===== src/rtl/ped_xing_ctrl.sv =====
// Pedestrian-crossing controller: merges N_REQ debounced request buttons,
// sequences WAIT -> CROSS -> (FLASH) -> RELAX on a tick-driven down-counter
// and drives the traffic/wait/walk lamps.
module ped_xing_ctrl #(
   parameter int N_REQ    = 2,
   parameter int CNT_W    = 8,
   parameter int WAIT_T   = 4,
   parameter int CROSS_T  = 8,
   parameter int FLASH_T  = 4,
   parameter int RELAX_T  = 6,
   parameter int EN_FLASH = 1
) (
   input  logic             clk,
   input  logic             reset,
   input  logic             tick,
   input  logic             hold,
   input  logic [N_REQ-1:0] button,
   output logic [2:0]       led,
   output logic [2:0]       phase,
   output logic [CNT_W-1:0] remain,
   output logic             served,
   output logic [N_REQ-1:0] served_mask
);

   localparam logic [2:0] IDLE  = 3'd0;
   localparam logic [2:0] WAIT  = 3'd1;
   localparam logic [2:0] CROSS = 3'd2;
   localparam logic [2:0] FLASH = 3'd3;
   localparam logic [2:0] RELAX = 3'd4;

   localparam logic [CNT_W-1:0] WAIT_L  = CNT_W'(WAIT_T);
   localparam logic [CNT_W-1:0] CROSS_L = CNT_W'(CROSS_T);
   localparam logic [CNT_W-1:0] FLASH_L = CNT_W'(FLASH_T);
   localparam logic [CNT_W-1:0] RELAX_L = CNT_W'(RELAX_T);
   localparam logic [CNT_W-1:0] ONE     = CNT_W'(1);

   logic [2:0]       phase_q, phase_d;
   logic [CNT_W-1:0] remain_q, remain_d;
   logic             blink_q, blink_d;
   logic [N_REQ-1:0] btn_q;
   logic [N_REQ-1:0] pending_q, pending_d;
   logic [N_REQ-1:0] mask_q, mask_d;
   logic             served_q;
   logic [N_REQ-1:0] btn_edge;
   logic             cross_entry;
   logic             adv;
   logic             last;

   // Next-state: phase sequencing, counter load/decrement, request latching
   always_comb begin
      btn_edge    = button & ~btn_q;
      adv         = tick & ~hold;
      last        = (remain_q == ONE);
      phase_d     = phase_q;
      remain_d    = remain_q;
      blink_d     = blink_q;
      cross_entry = 1'b0;
      case (phase_q)
         IDLE: begin
            if (!hold && (|pending_q)) begin
               phase_d  = WAIT;
               remain_d = WAIT_L;
            end
         end
         WAIT: begin
            if (adv) begin
               if (last) begin
                  phase_d     = CROSS;
                  remain_d    = CROSS_L;
                  cross_entry = 1'b1;
               end else begin
                  remain_d = remain_q - ONE;
               end
            end
         end
         CROSS: begin
            if (adv) begin
               if (last) begin
                  if (EN_FLASH != 0) begin
                     phase_d  = FLASH;
                     remain_d = FLASH_L;
                     blink_d  = 1'b1;
                  end else begin
                     phase_d  = RELAX;
                     remain_d = RELAX_L;
                  end
               end else begin
                  remain_d = remain_q - ONE;
               end
            end
         end
         FLASH: begin
            if (adv) begin
               blink_d = ~blink_q;
               if (last) begin
                  phase_d  = RELAX;
                  remain_d = RELAX_L;
               end else begin
                  remain_d = remain_q - ONE;
               end
            end
         end
         RELAX: begin
            if (adv) begin
               if (last) begin
                  phase_d  = IDLE;
                  remain_d = '0;
               end else begin
                  remain_d = remain_q - ONE;
               end
            end
         end
         default: begin
            phase_d  = IDLE;
            remain_d = '0;
         end
      endcase
      // An edge arriving in the CROSS-entry cycle is kept for the next round
      pending_d = (pending_q & ~{N_REQ{cross_entry}}) | btn_edge;
      mask_d    = cross_entry ? (pending_q | btn_edge) : mask_q;
   end

   // State registers with synchronous reset; btn_q tracks button even in reset
   always_ff @(posedge clk) begin
      btn_q <= button;
      if (reset) begin
         phase_q   <= IDLE;
         remain_q  <= '0;
         blink_q   <= 1'b0;
         pending_q <= '0;
         mask_q    <= '0;
         served_q  <= 1'b0;
      end else begin
         phase_q   <= phase_d;
         remain_q  <= remain_d;
         blink_q   <= blink_d;
         pending_q <= pending_d;
         mask_q    <= mask_d;
         served_q  <= cross_entry;
      end
   end

   // Lamp decode from the registered phase
   always_comb begin
      case (phase_q)
         WAIT:    led = 3'b010;
         CROSS:   led = 3'b100;
         FLASH:   led = {blink_q, 2'b00};
         default: led = 3'b001;
      endcase
   end

   assign phase       = phase_q;
   assign remain      = remain_q;
   assign served      = served_q;
   assign served_mask = mask_q;

endmodule


===== config.mk =====
export PLATFORM = sky130hd
export DESIGN_NAME = ped_xing_ctrl
export DESIGN_NICKNAME = d
export VERILOG_FILES = /design/src/rtl/ped_xing_ctrl.sv
export SDC_FILE = /design/constraint.sdc
export NUM_CORES = 1
export LEC_CHECK = 0
export CORE_MARGIN = 3
export CORE_UTILIZATION = 53
export DETAILED_ROUTE_END_ITERATION = 8
export PLACE_DENSITY = 0.83
export REMOVE_ABC_BUFFERS = 1
export SYNTH_ARGS = -nofsm -noshare
export SYNTH_HDL_FRONTEND = slang
export SYNTH_SLANG_ARGS = --single-unit

===== constraint.sdc =====
create_clock -name clk -period 2.5 [get_ports clk]
set_input_delay 0.25 -clock clk [delete_from_list [all_inputs] [get_ports clk]]
set_output_delay 0.25 -clock clk [all_outputs]
set_load 0.05 [all_outputs]

# Yosys cells after proc, flatten, opt, wreduce, memory -nomap -nowiden
# Cells that the tools add are included.
[totals] ff_bits=19 out_inout_bits=17 word_cells=67
[classes] n_addsub=1 n_eq_ne=14 n_mux=28 bitwise=9 reduce_logical=8
[op_table] op="2-to-1 mux 8 bit" n=9
[op_table] op="case mux 8 bit (5 select lines)" n=1
[op_table] op="2-to-1 mux 3 bit" n=9
[op_table] op="!= test 2 bit (second input constant)" n=9
[op_table] op="case mux 3 bit (5 select lines)" n=1
[op_table] op="case mux 3 bit (3 select lines)" n=1
[op_table] op="AND reduction 9 bit" n=1
[op_table] op="equality test 8 x 1 -> 1 bit (second input constant)" n=1
[op_table] op="subtractor 8 x 1 -> 8 bit (second input constant)" n=1
[op_table] op="equality test 3 x 2 -> 1 bit (second input constant)" n=2
[op_table] op="2-to-1 mux 1 bit" n=6
[op_table] op="AND reduction 5 bit" n=1
[op_table] op="AND 2 bit" n=2
[op_table] op="NOT 2 bit" n=2
[op_table] op="OR 2 bit" n=2
[op_table] op="AND reduction 4 bit" n=1
[op_table] op="equality test 3 x 1 -> 1 bit (second input constant)" n=1
[op_table] op="equality test 3 bit (second input constant)" n=1
[op_table] op="logical NOT 3 bit" n=1
[op_table] op="NOT 1 bit" n=2
[op_table] op="case mux 1 bit (2 select lines)" n=1
[op_table] op="nonzero test 2 bit" n=1
[op_table] op="OR reduction 2 bit" n=1
[op_table] op="AND 1 bit" n=1
[op_table] op="other kinds (2)" n=2

# Longest topological paths before layout
[depth] ltp_word=7 depth_mapped=6

# Worst setup path before layout
# OpenSTA, ideal clock, no wires.
[synth_timing] kind="reg-to-reg" from="register phase_q[2] (netlist: phase[2])" to="register mask_q[0] (netlist: served_mask[0])" setup_ns=0.078 arrival_ns=2.843 required_ns=2.422 path_slack_ns=-0.421 stages_incl_launch_ff=6 path_buffers=1 path_cell_list="dfxtp_1 > clkbuf_1 > nor3b_1 > nand4_1 > nor2b_1 > nor3_1"
[synth_between] elab_chain_len=2
[synth_rtl] element="start: declaration" line="37" rtl="logic [2:0] phase_q, phase_d;"
[synth_rtl] element="start signal: assignment" line="134" rtl="phase_q <= phase_d;"
[synth_rtl] element="equality test 3 x 1 -> 1 bit" line="58" rtl="case (phase_q)"
[synth_rtl] element="2-to-1 mux 1 bit" line="58"
[synth_rtl] element="end signal: assignment" line="138" rtl="mask_q <= mask_d;"
[synth_rtl] element="end: declaration" line="42" rtl="logic [N_REQ-1:0] mask_q, mask_d;"
# Every way passes these cells.
# A chain may end at the register's enable or synchronous reset.

# Final worst setup path
[layout_timing] from="register phase_q[0] (netlist: phase[0])" to="register phase_q[1] (netlist: phase[1])"
[layout_between] elab_chain_len=3
[layout_rtl] element="equality test 3 bit (tied with other cells)" line="58"
[layout_rtl] element="!= test 2 bit (no line)"
[layout_rtl] element="AND reduction 9 bit (no line)"
# Parallel ways exist; a longest one is shown, timed or not.

==> results by group <==
Global route
  – First-pass GRT wire length: 4.16 mm
  – Total grt overflow: 0
  – Vias in the first global route: 917
  – Initial antenna violation count: 0
  – Largest net degree at the start of global routing: 26
  – GR Util All Layers: 0.210

Floorplanning
  – Io pins: 23
  – Cell Rows: 15
  – Starting Density: 0.592
  – DIE WIDTH: approximately 50 µm
  – Die H: 51.1 µm
  – Die ar.: about 2600 µm²
  – CORE AREA: between 1500 and 2000 µm²

Detailed routing
  – Detail Route Antenna Nets: 0
  – Vias: 1009
  – Routed length per instance: between 10 and 15 µm
  – Via-to-Cell Ratio: 5.97
  – # DRC: 0
  – Routed wire length: between 2 and 2.5 mm
  – First drt pass iteration count: 4
  – Iter 0 DRT Violations: 15

Clock network
  – Cts bufs inserted: 3
  – Post-CTS Resized: 0
  – Clk slew on worst S/H paths: 0.13 ns
  – Root buf cell: clkbuf_4
  – Clock Path Buffers: 2
  – Total setup buffers inserted after CTS: 0
  – CTS sink count: 19
  – CTS tree: done
  – Later-pin clock latency in the skew report: 0.32 ns
  – # hold bufs at CTS: 0
  – CTS H-tree lvls: 1

Synth
  – Synth area leader: dfxtp_1
  – Seq/Total Area, Yosys: 0.353
  – Synth Flop Type: dfxtp_1
  – Post-synth EDFFs: 0
  – Synth unique cells: 40
  – Ys Warns: 0
  – Share of the synthesized area in the top cell type: 0.353
  – Synth Register Bits: 19
  – Syn Area/Cell: around 8.6 µm²
  – Asr flop ratio synth: 0
  – Post-Syn Area: between 1000 and 1500 µm²
  – Top cells by area, synth: dfxtp_1, a21oi_1, nand3_1
  – Post-synth top cells: dfxtp_1, a21oi_1, nand3_1
  – Leading cell type by number of instances after synthesis: dfxtp_1
  – Synth Instances: 125

STA
  – Final setup TNS: 0 ns
  – Skew final: between 0.01 and 0.015 ns
  – Final Hold Vio Count: 0
  – Slew Limit Fails: 0
  – Post-layout min period: approximately 2.2 ns
  – Post-route worst setup slack: between 0.3 and 0.4 ns
  – Worst Tran Pin Value: around 0.85 ns
  – Number of setup violations in the final report: 0
  – Slew headroom: 0.433
  – Fin crit share: 0.862
  – Max Clk Rate: between 400 and 500 MHz
  – RSZ-0062 raised after global routing: no

Outcome
  – Outcome: finished clean

Min path
  – Worst Hold Path EP: btn_q[0]
  – Min-delay src: button[0]
  – Hold path depth: 1
  – Hold crit path type: in -> reg

Cells and area
  – Area taken by multi-input logic gates: around 630 µm²
  – FF+latch area: roughly 380 µm²
  – Layout cells sized above 1: 0.0694
  – Area Overhead vs Synth: 22.0%
  – Fillcell total: 154
  – ANT cells: 0
  – Fin area: ~1300 µm²
  – Final net count: roughly 150

Critical path
  – Worst Path Buf+Inv: 0
  – CP peak stage delay: 0.77 ns
  – Worst path slowest cell: o31a_1
  – Register-to-Register Path Depth: 4
  – Critical path depth in cells: 4
  – Critical R2R Capture: phase[1]
  – R2r setup slk: approximately 0.34 ns
  – RR Startpoint: phase[0]
  – CP Class: reg -> reg
  – CP top delay family: compound AO/OA/AOI/OAI gates
  – Worst setup SP type: register
  – Crit-path cells: o21ai_0, o31a_1, nand2_1, a32o_1
  – CP required: ~2.7 ns
  – CP Data Arrival Time: ~2.4 ns
  – Crit Path Max Fanout: 25
  – Crit. End Element: register

Placed design
  – IO Port Bufs: 22
  – Post-DP HPWL: ~1.7 mm
  – Post-placement cell area: roughly 1300 µm²
  – GPL Wtd Cong: approximately 0.84
  – Pre-CTS WS: between 0.3 and 0.4 ns

Power and ir drop
  – PD cells: around 590 nW/µm²
  – Max IR drop VDD: around 440 µV
  – Leakage: ~0.51 nW

Flow run
  – Max-cap violations: 0
-- cell families (layout without fill, tap and decap cells) --
family / count (synthesis) / in the layout / synth area share
mux: 4 / 4 / 0.0372
buf+inv: 12 / 31 / 0.0627
xor+xnor: 1 / 1 / 0.00813
flops: 19 / 19 / 0.353
compound gates: 31 / 31 / 0.195
simple gates: 56 / 56 / 0.321
fa+ha+maj: 2 / 2 / 0.0232
-- cell usage in the layout (no fill, tap or decap), drive strengths merged, types with 2 or more instances in the layout --
cell	synthesis	layout
mux2i	4	4
nand2	10	10
a211o	2	2
nor2b	5	5
a21oi	14	14
nor3	3	3
ha	2	2
clkdlybuf4s50	0	21
inv	4	4
and3	3	3
nand3b	4	4
nor2	5	5
nor3b	4	4
nand4	2	2
nand2b	3	3
o21ai	3	3
clkbuf	5	3
dfxtp	19	19
nor4b	2	2
nand3	11	11
-- layout make-up --
class / count / area share
Timing Repair Buffer: 23 / 0.175
Multi-Input combinational cell: 94 / 0.479
Sequential cell: 19 / 0.290
Clock inverter: 1 / 0.00381
Tap cell: 25 / 0.0238
Inverter: 4 / 0.0114
Clock buffer: 3 / 0.0171
-- layer usage --
metal  part of all wire  wire [µm]  track usage  vias up
li1                   -          -            -      503
met1               0.47       1110        0.286      480
met2               0.47       1120        0.328       21
met3              0.037         88       0.0379        5
met4              0.019         44       0.0807        0
met5                  0          0            0        -
-- registers in the layout, summed over array words and instances (netlist names) --
register,cells
remain,8
btn_q,2
served,1
blink_q,1
served_mask,2
pending_q,2
phase,3
-- power breakdown --
part	leakage (nW)	switching [W]	internal, W
clock network	0.0177	0.000108	0.0000599
registers	0.155	0.0000305	0.000322
logic	0.340	0.000157	0.000103
total	0.513	0.000295	0.000484
-- worst max path at each step --
stage	startpoint	endpoint	slack [ns]
2_1_floorplan	phase[0]	served_mask[0]	-0.56
3_3_place_gp	phase[0]	led[1]	0.47
3_5_place_dp	phase[0]	phase[1]	0.38
4_1_cts	phase[0]	led[1]	0.07
5_1_grt	phase[0]	remain[0]	0.12
6_report	phase[0]	phase[1]	0.34
-- per-stage QoR --
| stage | total power [W] | util | instances | hold WS, ns |
|---|---|---|---|---|
| final | 0.000779 | 0.722 | 169 | 0.393 |
| after global routing | 0.000813 | 0.722 | 169 | 0.420 |
| after CTS | 0.000780 | 0.720 | 169 | 0.396 |
| after detailed placement | 0.000619 | 0.705 | 165 | 0.469 |
| after global placement | 0.000613 | 0.705 | 165 | 0.466 |
| after floorplan | 0.000539 | - | 117 | 0.278 |
No activity file was read; power rests on OpenSTA's default activity.
